[config.mk]
export PLATFORM = sky130hd
export DESIGN_NAME = imem_fetch_ctrl
export DESIGN_NICKNAME = d
export VERILOG_FILES = /design/src/rtl/imem_fetch_ctrl.sv
export SDC_FILE = /design/constraint.sdc
export NUM_CORES = 1
export LEC_CHECK = 0
export CAP_MARGIN = 40
export CORE_MARGIN = 2
export CORE_UTILIZATION = 35
export CTS_CLUSTER_SIZE = 16
export DETAILED_ROUTE_END_ITERATION = 16
export GPL_ROUTABILITY_DRIVEN = 0
export PLACE_DENSITY = 0.57
export SYNTH_ARGS = -nofsm -noshare
export SYNTH_HDL_FRONTEND = slang
export SYNTH_SLANG_ARGS = --single-unit
[constraint.sdc]
create_clock -name clk -period 3.45 [get_ports clk]
set_input_delay 0.5175 -clock clk [delete_from_list [all_inputs] [get_ports clk]]
set_output_delay 0.5175 -clock clk [all_outputs]
set_load 0.05 [all_outputs]
[src/rtl/imem_fetch_ctrl.sv]
// rtl/imem_fetch_ctrl.sv - instruction memory fetch sequencer with 2-entry output buffer
// Issues one read per cycle and hides the one-cycle memory latency behind the buffer.
module imem_fetch_ctrl #(
   parameter int DATA_WIDTH = 32,
   parameter int ADDR_WIDTH = 10,
   parameter int RESET_PC   = 0,
   parameter int END_PC     = 17,
   parameter int CNT_WIDTH  = 16
) (
   input  logic                  clk,
   input  logic                  rst,
   input  logic                  start,
   output logic [ADDR_WIDTH-1:0] imem_addr,
   input  logic [DATA_WIDTH-1:0] imem_data,
   output logic [DATA_WIDTH-1:0] instr,
   output logic [ADDR_WIDTH-1:0] instr_pc,
   output logic                  instr_valid,
   input  logic                  instr_ready,
   input  logic                  redirect,
   input  logic [ADDR_WIDTH-1:0] redirect_pc,
   output logic                  busy,
   output logic                  done,
   output logic [CNT_WIDTH-1:0]  accepted_cnt
);
   typedef enum logic [1:0] {S_IDLE, S_RUN, S_DRAIN, S_DONE} state_t;

   localparam logic [ADDR_WIDTH-1:0] RESET_ADDR = ADDR_WIDTH'(RESET_PC);
   localparam logic [ADDR_WIDTH-1:0] END_ADDR   = ADDR_WIDTH'(END_PC);

   state_t                state;
   logic [ADDR_WIDTH-1:0] fetch_pc;
   logic [ADDR_WIDTH-1:0] inflight_pc;
   logic                  inflight;
   logic [DATA_WIDTH-1:0] buf_data [2];
   logic [ADDR_WIDTH-1:0] buf_pc   [2];
   logic [1:0]            count;

   logic       pop;
   logic       issue;
   logic [1:0] count_after_pop;
   logic [1:0] count_next;
   logic [2:0] occupancy;

   // Occupancy counts the in-flight word as already buffered so a read is
   // only issued when a slot is guaranteed for its return.
   always_comb begin
      pop             = (count != 2'd0) && instr_ready;
      count_after_pop = count - {1'b0, pop};
      count_next      = count_after_pop + {1'b0, inflight};
      occupancy       = {1'b0, count} + {2'b00, inflight} - {2'b00, pop};
      issue           = (state == S_RUN) && (fetch_pc <= END_ADDR) && !redirect &&
                        (occupancy <= 3'd1);
   end

   assign imem_addr   = fetch_pc;
   assign instr_valid = (count != 2'd0);
   assign instr       = instr_valid ? buf_data[0] : '0;
   assign instr_pc    = instr_valid ? buf_pc[0]   : '0;

   always_ff @(posedge clk) begin
      if (rst) begin
         state        <= S_IDLE;
         fetch_pc     <= RESET_ADDR;
         inflight     <= 1'b0;
         inflight_pc  <= '0;
         count        <= 2'd0;
         buf_data[0]  <= '0;
         buf_data[1]  <= '0;
         buf_pc[0]    <= '0;
         buf_pc[1]    <= '0;
         accepted_cnt <= '0;
         busy         <= 1'b0;
         done         <= 1'b0;
      end else begin
         if (pop && (accepted_cnt != '1))
            accepted_cnt <= accepted_cnt + CNT_WIDTH'(1);
         case (state)
            S_IDLE, S_DONE: begin
               inflight <= 1'b0;
               if (start) begin
                  state        <= S_RUN;
                  fetch_pc     <= RESET_ADDR;
                  accepted_cnt <= '0;
                  busy         <= 1'b1;
                  done         <= 1'b0;
               end
            end
            default: begin
               if (redirect) begin
                  count    <= 2'd0;
                  inflight <= 1'b0;
                  fetch_pc <= redirect_pc;
                  state    <= S_RUN;
               end else begin
                  if (pop) begin
                     buf_data[0] <= buf_data[1];
                     buf_pc[0]   <= buf_pc[1];
                  end
                  // The returning word lands behind whatever survives this cycle's pop.
                  if (inflight) begin
                     buf_data[count_after_pop[0]] <= imem_data;
                     buf_pc[count_after_pop[0]]   <= inflight_pc;
                  end
                  count    <= count_next;
                  inflight <= issue;
                  if (issue) begin
                     inflight_pc <= fetch_pc;
                     fetch_pc    <= fetch_pc + ADDR_WIDTH'(1);
                  end
                  if (state == S_RUN) begin
                     if ((issue && (fetch_pc == END_ADDR)) || (fetch_pc > END_ADDR))
                        state <= S_DRAIN;
                  end else if (count_next == 2'd0) begin
                     state <= S_DONE;
                     busy  <= 1'b0;
                     done  <= 1'b1;
                  end
               end
            end
         endcase
      end
   end

   always_ff @(posedge clk) begin
      if (!rst && busy && !redirect)
         assert (!(inflight && (count_after_pop == 2'd2)));
   end
endmodule

* Yosys cells after proc, flatten, opt, wreduce, memory -nomap -nowiden
Memories as Yosys holds them, arrays and structs flattened. Index checks and enable logic that the tools add are counted.
Word-level totals: register bits 43, memory bits (writable) 84, input port bits 47, output and inout port bits 71, word-level logic and storage cells 99, memories kept 2
Operators by class: add/sub/neg operators 6, $lt $le $gt $ge 3, eq/ne operators 8, mux-type cells 46, bitwise gates (word level) 4, reductions and logical operators 22
Memories:
- buf_data | depth 2, width 32, rd ports 2, clocked after Yosys merged registers in 0, write ports 2, RTL line 34 | logic [DATA_WIDTH-1:0] buf_data [2];
- buf_pc | depth 2, width 10, rd ports 2, clocked after Yosys merged registers in 0, write ports 2, RTL line 35 | logic [ADDR_WIDTH-1:0] buf_pc [2];
Operator list (count):
- $mux W32 | 3
- $mux W10 | 7
- $mux W16 | 3
- $reduce_or A32 Y1 | 1
- $mux W1 | 26
- $add A16 B1 Y16 const B | 1
- $ne A16 B16 Y1 const B | 1
- $mux W2 | 7
- $add A10 B1 Y10 const B | 1
- $eq A10 B5 Y1 const B | 1
- $gt A10 B5 Y1 const B | 1
- $le A10 B5 Y1 const B | 1
- $reduce_or A10 Y1 | 1
- $logic_and A1 B1 Y1 | 6
- $reduce_and A3 Y1 | 2
- $logic_not A2 Y1 | 2
- $ne A2 B1 Y1 const B | 2
- $ne A4 B2 Y1 const B | 1
- $reduce_and A4 Y1 | 1
- $reduce_bool A2 Y1 | 2
- $reduce_bool A4 Y1 | 1
- $reduce_or A4 Y1 | 1
- $add A2 B1 Y3 | 1
- $le A3 B1 Y1 const B | 1
- other kinds (13) | 15

* Longest topological paths before layout
Gate-level depths: netlist (run 1).
depth after elaboration 11, depth in mapped cells 10, gate-level depth less buffers 10

* Worst setup path after synthesis (run 1)
OpenSTA, ideal clock, no wires.
path kind flip-flop to flip-flop, start point register state[1], end point memory buf_data[0][0], enable pin, library setup time 0.400 ns, data arrival time 2.301 ns, required time 3.050 ns, slack 0.749 ns, cell stages (with the launch flop) 8, buffers on the path 1, clock period less this slack 2.701 ns, cells stage by stage dfxtp_1 > inv_1 > ha_1 > nor3_1 > nand2_1 > or2_1 > clkbuf_1 > nand2_1
RTL lines:
- start, declared | RTL line 30 | state_t state;
- start signal, assigned | RTL line 62 | state <= S_IDLE;
- start signal, assigned | RTL line 81 | state <= S_RUN;
- start signal, assigned | RTL line 93 | state <= S_RUN;
- end, declared | RTL line 34

* Worst setup path after layout (run 1)
start point register count[1], end point output port instr[16]
On the way: cells in the longest elaborated chain, start to end 2
Ends and longest elaborated chain:
- start, declared | RTL line 36 | logic [1:0] count;
- start signal, assigned | RTL line 104 | count <= count_next;
- $reduce_bool A2 Y1 | RTL line 56 | assign instr_valid = (count != 2'd0);
- $mux W32 | RTL line 57 | assign instr = instr_valid ? buf_data[0] : '0;
- end, declared | RTL line 15 | output logic [DATA_WIDTH-1:0] instr,
Every way passes these cells.

==> run summary, run 1 <==
initial antenna violation count - 0
initial cell density of the core - 35.5%
TritonCTS clock tree - done
Required @ worst endpoint - 2.93 ns
Die Width - 136 µm
Worst setup EP type - output pin
max_cap viols - 0
final-report hold violation count - 0
Synth-to-Final Area Change - 32.4%
final net count - 761
setup violators final - 0
Power per Cell Area - 493 nW/µm²
area fraction of the dominant cell type after synthesis - 41.4%
boundary pin count - 118
Cell variety after synth - 56
Hold WS - 0.461 ns
clk buf depth - 2
worst r2r src - count[1]
Fin Setup TNS - 0 ns
DRC violations left - 0
largest net degree at the start of global routing - 69
relative slew slack - 51.4%
clk_skew - 0.00571 ns
DRT Wirelength - 13.6 mm
Async SR Flop Fraction - 0%
post-CTS sizing - 0
register area share after synthesis - 55.6%
WS Path Type - reg -> out
Crit Path Max Fanout - 24
Global Route Usage Sum - 15.2%
Syn Nets - 651
Setup Fix Bufs, Post-CTS - 0
global-route wire length before repair - 21.8 mm
share of layout cells above drive strength 1 - 8.22%
Antenna Cells - 0
largest cells by area after synthesis - edfxtp_1, dfxtp_1, and2_1
hold depth - 2
GR Overflow Total - 0
area leader, netlist - edfxtp_1
fin. max-slew vios - 0
vias in the first global route - 4400
WL/cell - 14.4 µm
clock insertion delay at the later pin of the skew report - 0.42 ns
# fillers - 1624
Final WS setup - 0.486 ns
fin crit period - 2.96 ns
ys flop type - edfxtp_1
maximum clock frequency - 0.337 GHz
Die H - 136 µm
Vias per Instance - 4.87
Place WS - 0.177 ns
outcome - finished clean
Arrival @ worst endpoint - 2.45 ns
core region area - 17200 µm²
Finished Layout Cells - 943
DR vias - 4589
Hold EP - inflight_pc[8]
RSZ-0062 raised after global routing - false
R2R depth - 10
clk root buf - clkbuf_16
Die Area - 18500 µm²
Mean Syn Cell Area - 10.2 µm²
cts hold-fix bufs - 0
area of the multi-input gates - 2360 µm²
#FFs+latches synth - 127
Hold Crit Class - reg -> reg
register area - 3380 µm²
Synthesis Warnings - 0
P_leak - 2.90 nW
DR iter-0 viols - 233
Max VDD drop - 325 µV
CTS sink cnt - 127
most common cell in the synthesized netlist - edfxtp_1
most instantiated cells after synthesis - edfxtp_1, inv_1, nand3_1
crit start category - register
flop-to-flop setup slack - 0.66 ns
placed cell count - 911
Cell Area, Synth - 6090 µm²
CTS H-tree depth - 4
Cell Rows - 48
port buffer count - 117
CTS clk-pin slew, worst paths - 0.06 ns
worst r2r dst - inflight_pc[1]
period utilisation layout - 85.9%
DR pass1 iterations - 4
post-route ant nets - 0
EDFF count, synth - 84
Worst Min Path Start - inflight_pc[8]
Post-Synthesis Cells - 595
post-DP HPWL - 8.96 mm
post-layout util - 47.0%
Least-Margin Pin Slew - 0.724 ns
number of buffers created by CTS - 17
## logic make-up (layout without fill, tap and decap cells)
group | after synthesis | count (layout) | synth area share, %
mux | 8 | 8 | 1.32
simple gates | 254 | 254 | 23.1
compound gates | 93 | 93 | 9.84
buf+inv | 88 | 211 | 5.90
flops | 127 | 127 | 55.6
fa+ha+maj | 9 | 9 | 1.97
xor+xnor | 16 | 16 | 2.30
## where the power goes
| group | switching (W) | leakage, nW | internal, W |
|---|---|---|---|
| logic | 0.000308 | 1.40 | 0.000191 |
| registers | 0.0000413 | 1.21 | 0.00168 |
| clock network | 0.000692 | 0.280 | 0.00107 |
| total | 0.00104 | 2.90 | 0.00294 |
## how the worst max path moves through the flow
stage | start | end | slack [ns] | depth (start not counted)
floorplan | state[1] | buf_data[0][0] | 0.75 | 7
global placement | instr_ready | imem_addr[1] | 0.28 | 11
detailed placement | instr_ready | inflight_pc[1] | 0.18 | 11
CTS | count[1] | instr[16] | 0.39 | 4
global route | count[1] | instr[18] | 0.29 | 4
finish | count[1] | instr[16] | 0.49 | 4
## per-stage QoR
step / area (µm²) / power, W
final: 8070 / 0.00398
after global routing: 8070 / 0.00413
after CTS: 8070 / 0.00402
after detailed placement: 7480 / 0.00225
after global placement: 7480 / 0.00224
after floorplan: 6090 / 0.00207
## per-layer routing
metal	vias up	GRT usage [%]	wire, µm
met5	-	0	0
met4	0	6.54	230
met1	2154	20.0	6370
met2	142	23.8	6040
met3	17	3.91	917
li1	2276	-	-
## cell type report
cell class,instances,share of cell area [%]
timing repair buffer,127,15.6
sequential,127,41.9
clock inverter,15,2.02
multi-input combinational,380,29.2
tap,225,3.49
clock buffer,17,5.27
inverter,52,2.42
## flip-flops by register name, summed over array words and instances (netlist names), 2 cells and up
signal,cells
buf_pc,20
accepted_cnt,16
state,2
buf_data,64
inflight_pc,10
count,2
imem_addr,10
## worst max-delay path, cell delays in order (launching register included)
cell and delay [ns]:
dfxtp_1 0.41, nor2_4 0.45, buf_4 0.35, nor2b_1 0.09
clkdlybuf4s50_1 0.70
## cell usage in the layout (no fill, tap or decap), drive strengths merged, types with 28 or more instances in the layout
master	synthesis	layout
nand3	49	49
dfxtp	43	43
edfxtp	84	84
clkdlybuf4s50	0	117
nor2b	44	44
and2	46	46
nand2	28	28
inv	52	55
nor2	32	32
o21ai	51	51
No activity file was read; power rests on OpenSTA's default activity.
==> inputs of run 2 (changes only) <==
--- a/config.mk
+++ b/config.mk
@@ -12,6 +12,7 @@
 export DETAILED_ROUTE_END_ITERATION = 16
 export GPL_ROUTABILITY_DRIVEN = 0
 export PLACE_DENSITY = 0.57
+export SLEW_MARGIN = 20
 export SYNTH_ARGS = -nofsm -noshare
 export SYNTH_HDL_FRONTEND = slang
 export SYNTH_SLANG_ARGS = --single-unit
==> results of run 2 <==
Same layout as run 1: the final DEF is identical, and so are final timing and power.
==> variant: new RTL, config.mk and constraints of run 2 <==
Encoding of `state_t`: now one-hot (4 bits for 4 states).
--- a/src/rtl/imem_fetch_ctrl.sv
+++ b/src/rtl/imem_fetch_ctrl.sv
@@ -22,7 +22,7 @@
    output logic                  done,
    output logic [CNT_WIDTH-1:0]  accepted_cnt
 );
-   typedef enum logic [1:0] {S_IDLE, S_RUN, S_DRAIN, S_DONE} state_t;
+   typedef enum logic [3:0] {S_IDLE = 4'b0001, S_RUN = 4'b0010, S_DRAIN = 4'b0100, S_DONE = 4'b1000} state_t;
 
    localparam logic [ADDR_WIDTH-1:0] RESET_ADDR = ADDR_WIDTH'(RESET_PC);
    localparam logic [ADDR_WIDTH-1:0] END_ADDR   = ADDR_WIDTH'(END_PC);
Check against the original RTL: no difference found for any inputs over 4 cycles, from zero or initial values and one cycle with rst high; so few cycles prove little.
==> variant against run 2 <==
- sequential cell count grew 2
- largest cell class unchanged
- routed wire length fell by 2.9%
- cell area is 0.88% lower
- count of clock-buffer cells in the layout rose by 13
- die area down 3.0%
- sequential share of layout area up 0.88 points
- first-iteration DRC count is 22% lower
- power grew 4.2%
- area after synthesis decreased by 3.0%
- combinational power rose by 6.2%
- setup slack got worse by 0.13 ns
- largest power group unchanged
- clock power up 5%
==> variant: results (changes against run 2) <==
| Metric | Value |
|---|---|
| Status | finished clean (unchanged) |
| Worst path arrival time | 2.57 ns (was 2.45 ns) |
| Total GRT Usage | 15.2% (about the same) |
| Post-synthesis sequential area ratio | 58.0% (was 55.6%) |
| # H-tree levels | 4 (unchanged) |
| Syn Nets | 561 (was 651) |
| Synth Area in Compound Gates | 11.6% (was 9.84%) |
| Vias in the first global route | 4190 (was 4400) |
| Synth Area in Adders | 1.82% (was 1.97%) |
| Via Count | 4187 (was 4589) |
| Max clock buf depth | 2 (unchanged) |
| Post-synthesis xor/xnor area fraction | 3.56% (was 2.30%) |
| Antenna diodes | 0 (unchanged) |
| Worst-Skew Late Latency | 0.41 ns |
| Synth Warn # | 0 (unchanged) |
| CP max FO | 44 (was 24) |
| Filler Cell Count | 1467 (was 1624) |
| Peak supply drop | 353 uV (was 325 uV) |
| Nets | 678 (was 761) |
| Routed WL | 13200 um (was 13600 um) |
| First-pass GRT wire length | 21200 um (was 21800 um) |
| Share of cells above drive strength 1 | 8.18% (was 8.22%) |
| Largest net degree at the start of global routing | 45 (was 69) |
| Post-synth cell types | 47 (was 56) |
| Setup Skew | 0.00988 ns (was 0.00571 ns) |
| Post-CTS Resized | 0 (unchanged) |
| Cell Area, Placed | 7350 um2 (was 7480 um2) |
| Post-synthesis mux area share | 3.05% (was 1.31%) |
| Hold WC Path Type | flip-flop to flip-flop (unchanged) |
| Worst-Margin Slew | 0.654 ns (was 0.724 ns) |
| Post-DP HPWL | 8870 um (was 8960 um) |
| FF-to-FF setup slack | 0.75 ns (was 0.66 ns) |
| Synth top area cells | edfxtp_1 (43%), dfxtp_1 (15%), and2_1 (9.4%), a22o_1 (6.2%), xnor2_1 (3.1%) (was edfxtp_1 (41%), dfxtp_1 (14%), and2_1 (4.7%), nor2b_1 (4.5%), nand3_1 (4.0%)) |
| Synth Flop Type | edfxtp_1 (unchanged) |
| Post-synth ARST share | 0% (unchanged) |
| Post-CTS Setup Inserts | 0 (unchanged) |
| Clk pin slew, worst setup/hold paths | 0.06 ns (about the same) |
| Initial antenna violation count | 0 (unchanged) |
| Post-synth top cells | and2_1 (89), edfxtp_1 (84), dfxtp_1 (45), a22o_1 (42), nor2_1 (30) (was edfxtp_1 (84), inv_1 (52), nand3_1 (49), o21ai_0 (47), and2_1 (46)) |
| Leak Pwr | 0.00296 uW (was 0.00290 uW) |
| DRT iter0 DRCs | 181 (was 233) |
| DRT Pass-1 Iters | 5 (was 4) |
| Total CTS buffers | 17 (unchanged) |
| CP max stage delay | 0.81 ns (was 0.70 ns) |
| Worst path top cell family by delay | simple AND/OR/NAND/NOR gates (was buffers and inverters) |
| Biggest regs | buf_data x64, buf_pc x20, accepted_cnt x16 (unchanged) |
| Number of synthesized flops with an enable pin | 84 (unchanged) |
[variant: cell count changes after synthesis, sizes merged, moves of 11 or more]
cell          run 2  this run
buf              13         1
a22o              0        42
nand3            49        13
o21ai            51         4
xnor2            10        21
nor2b            44         0
inv              52        12
and2             46        89
[variant: where the power goes]
part	leakage (uW)	switching [uW]	total, uW	internal (uW)
logic	0.00143	310	530	220
clock network	0.000307	623	1840	1210
registers	0.00123	67.8	1780	1710
total	0.00296	1000	4150	3150
[variant: final timing paths]
check                                                  to                  start  depth (start not counted)
worst max-delay path                            instr[25]  count[1]$_SDFFE_PP0P_                          3
worst min-delay path                    done$_SDFFE_PP0P_      done$_SDFFE_PP0P_                          2
worst max register to register  imem_addr[4]$_SDFFE_PP0P_  count[1]$_SDFFE_PP0P_                         11
worst min register to register          done$_SDFFE_PP0P_      done$_SDFFE_PP0P_                          2
[variant: final cells by class]
class / instances / area, um2 / share of cell area (%)
Sequential cell: 129 / 3420 / 42.8
Multi-Input combinational cell: 335 / 2330 / 29.1
Timing Repair Buffer: 128 / 1300 / 16.2
Clock buffer: 30 / 587 / 7.34
Tap cell: 220 / 275 / 3.44
Inverter: 12 / 45.0 / 0.563
Clock inverter: 2 / 35.0 / 0.438
[variant: per-layer routing]
metal  wire [um]  up-vias  global-route usage [%]
li1            -     2067                       -
met1        6140     1964                    19.4
met2        6010      135                    24.5
met3         825       21                    4.61
met4         192        0                    5.14
met5           0        -                       0
[variant: logic make-up after synthesis]
| kind of cell | count (synthesis) |
|---|---|
| mux | 17 |
| buf+inv | 42 |
| flops | 129 |
| compound gates | 87 |
| fa+ha+maj | 8 |
| simple gates | 199 |
| xor+xnor | 24 |
[variant: per-stage QoR]
stage | util (%) | power, uW | hold WS, ns | setup slack (ns) | instances
after floorplan | - | 2140 | 0.445 | 0.731 | 506
after global placement | 44.2 | 2330 | 0.438 | 0.283 | 821
after detailed placement | 44.5 | 2340 | 0.446 | 0.149 | 823
after CTS | 48.3 | 4190 | 0.462 | 0.308 | 855
after global routing | 48.4 | 4290 | 0.504 | 0.189 | 856
final | 48.4 | 4150 | 0.459 | 0.358 | 856
[variant: worst reg2reg max path: cells and delay by family, from the launching register on]
kind,cells,cell delay (ns)
xor gates and xnor gates,1,0.18
muxes,1,0.21
AOI/OAI and AO/OA,2,0.35
adders and majority gates,2,0.56
buffers and inverters,2,0.26
and+or+nand+nor,3,0.60
DFF,1,0.47
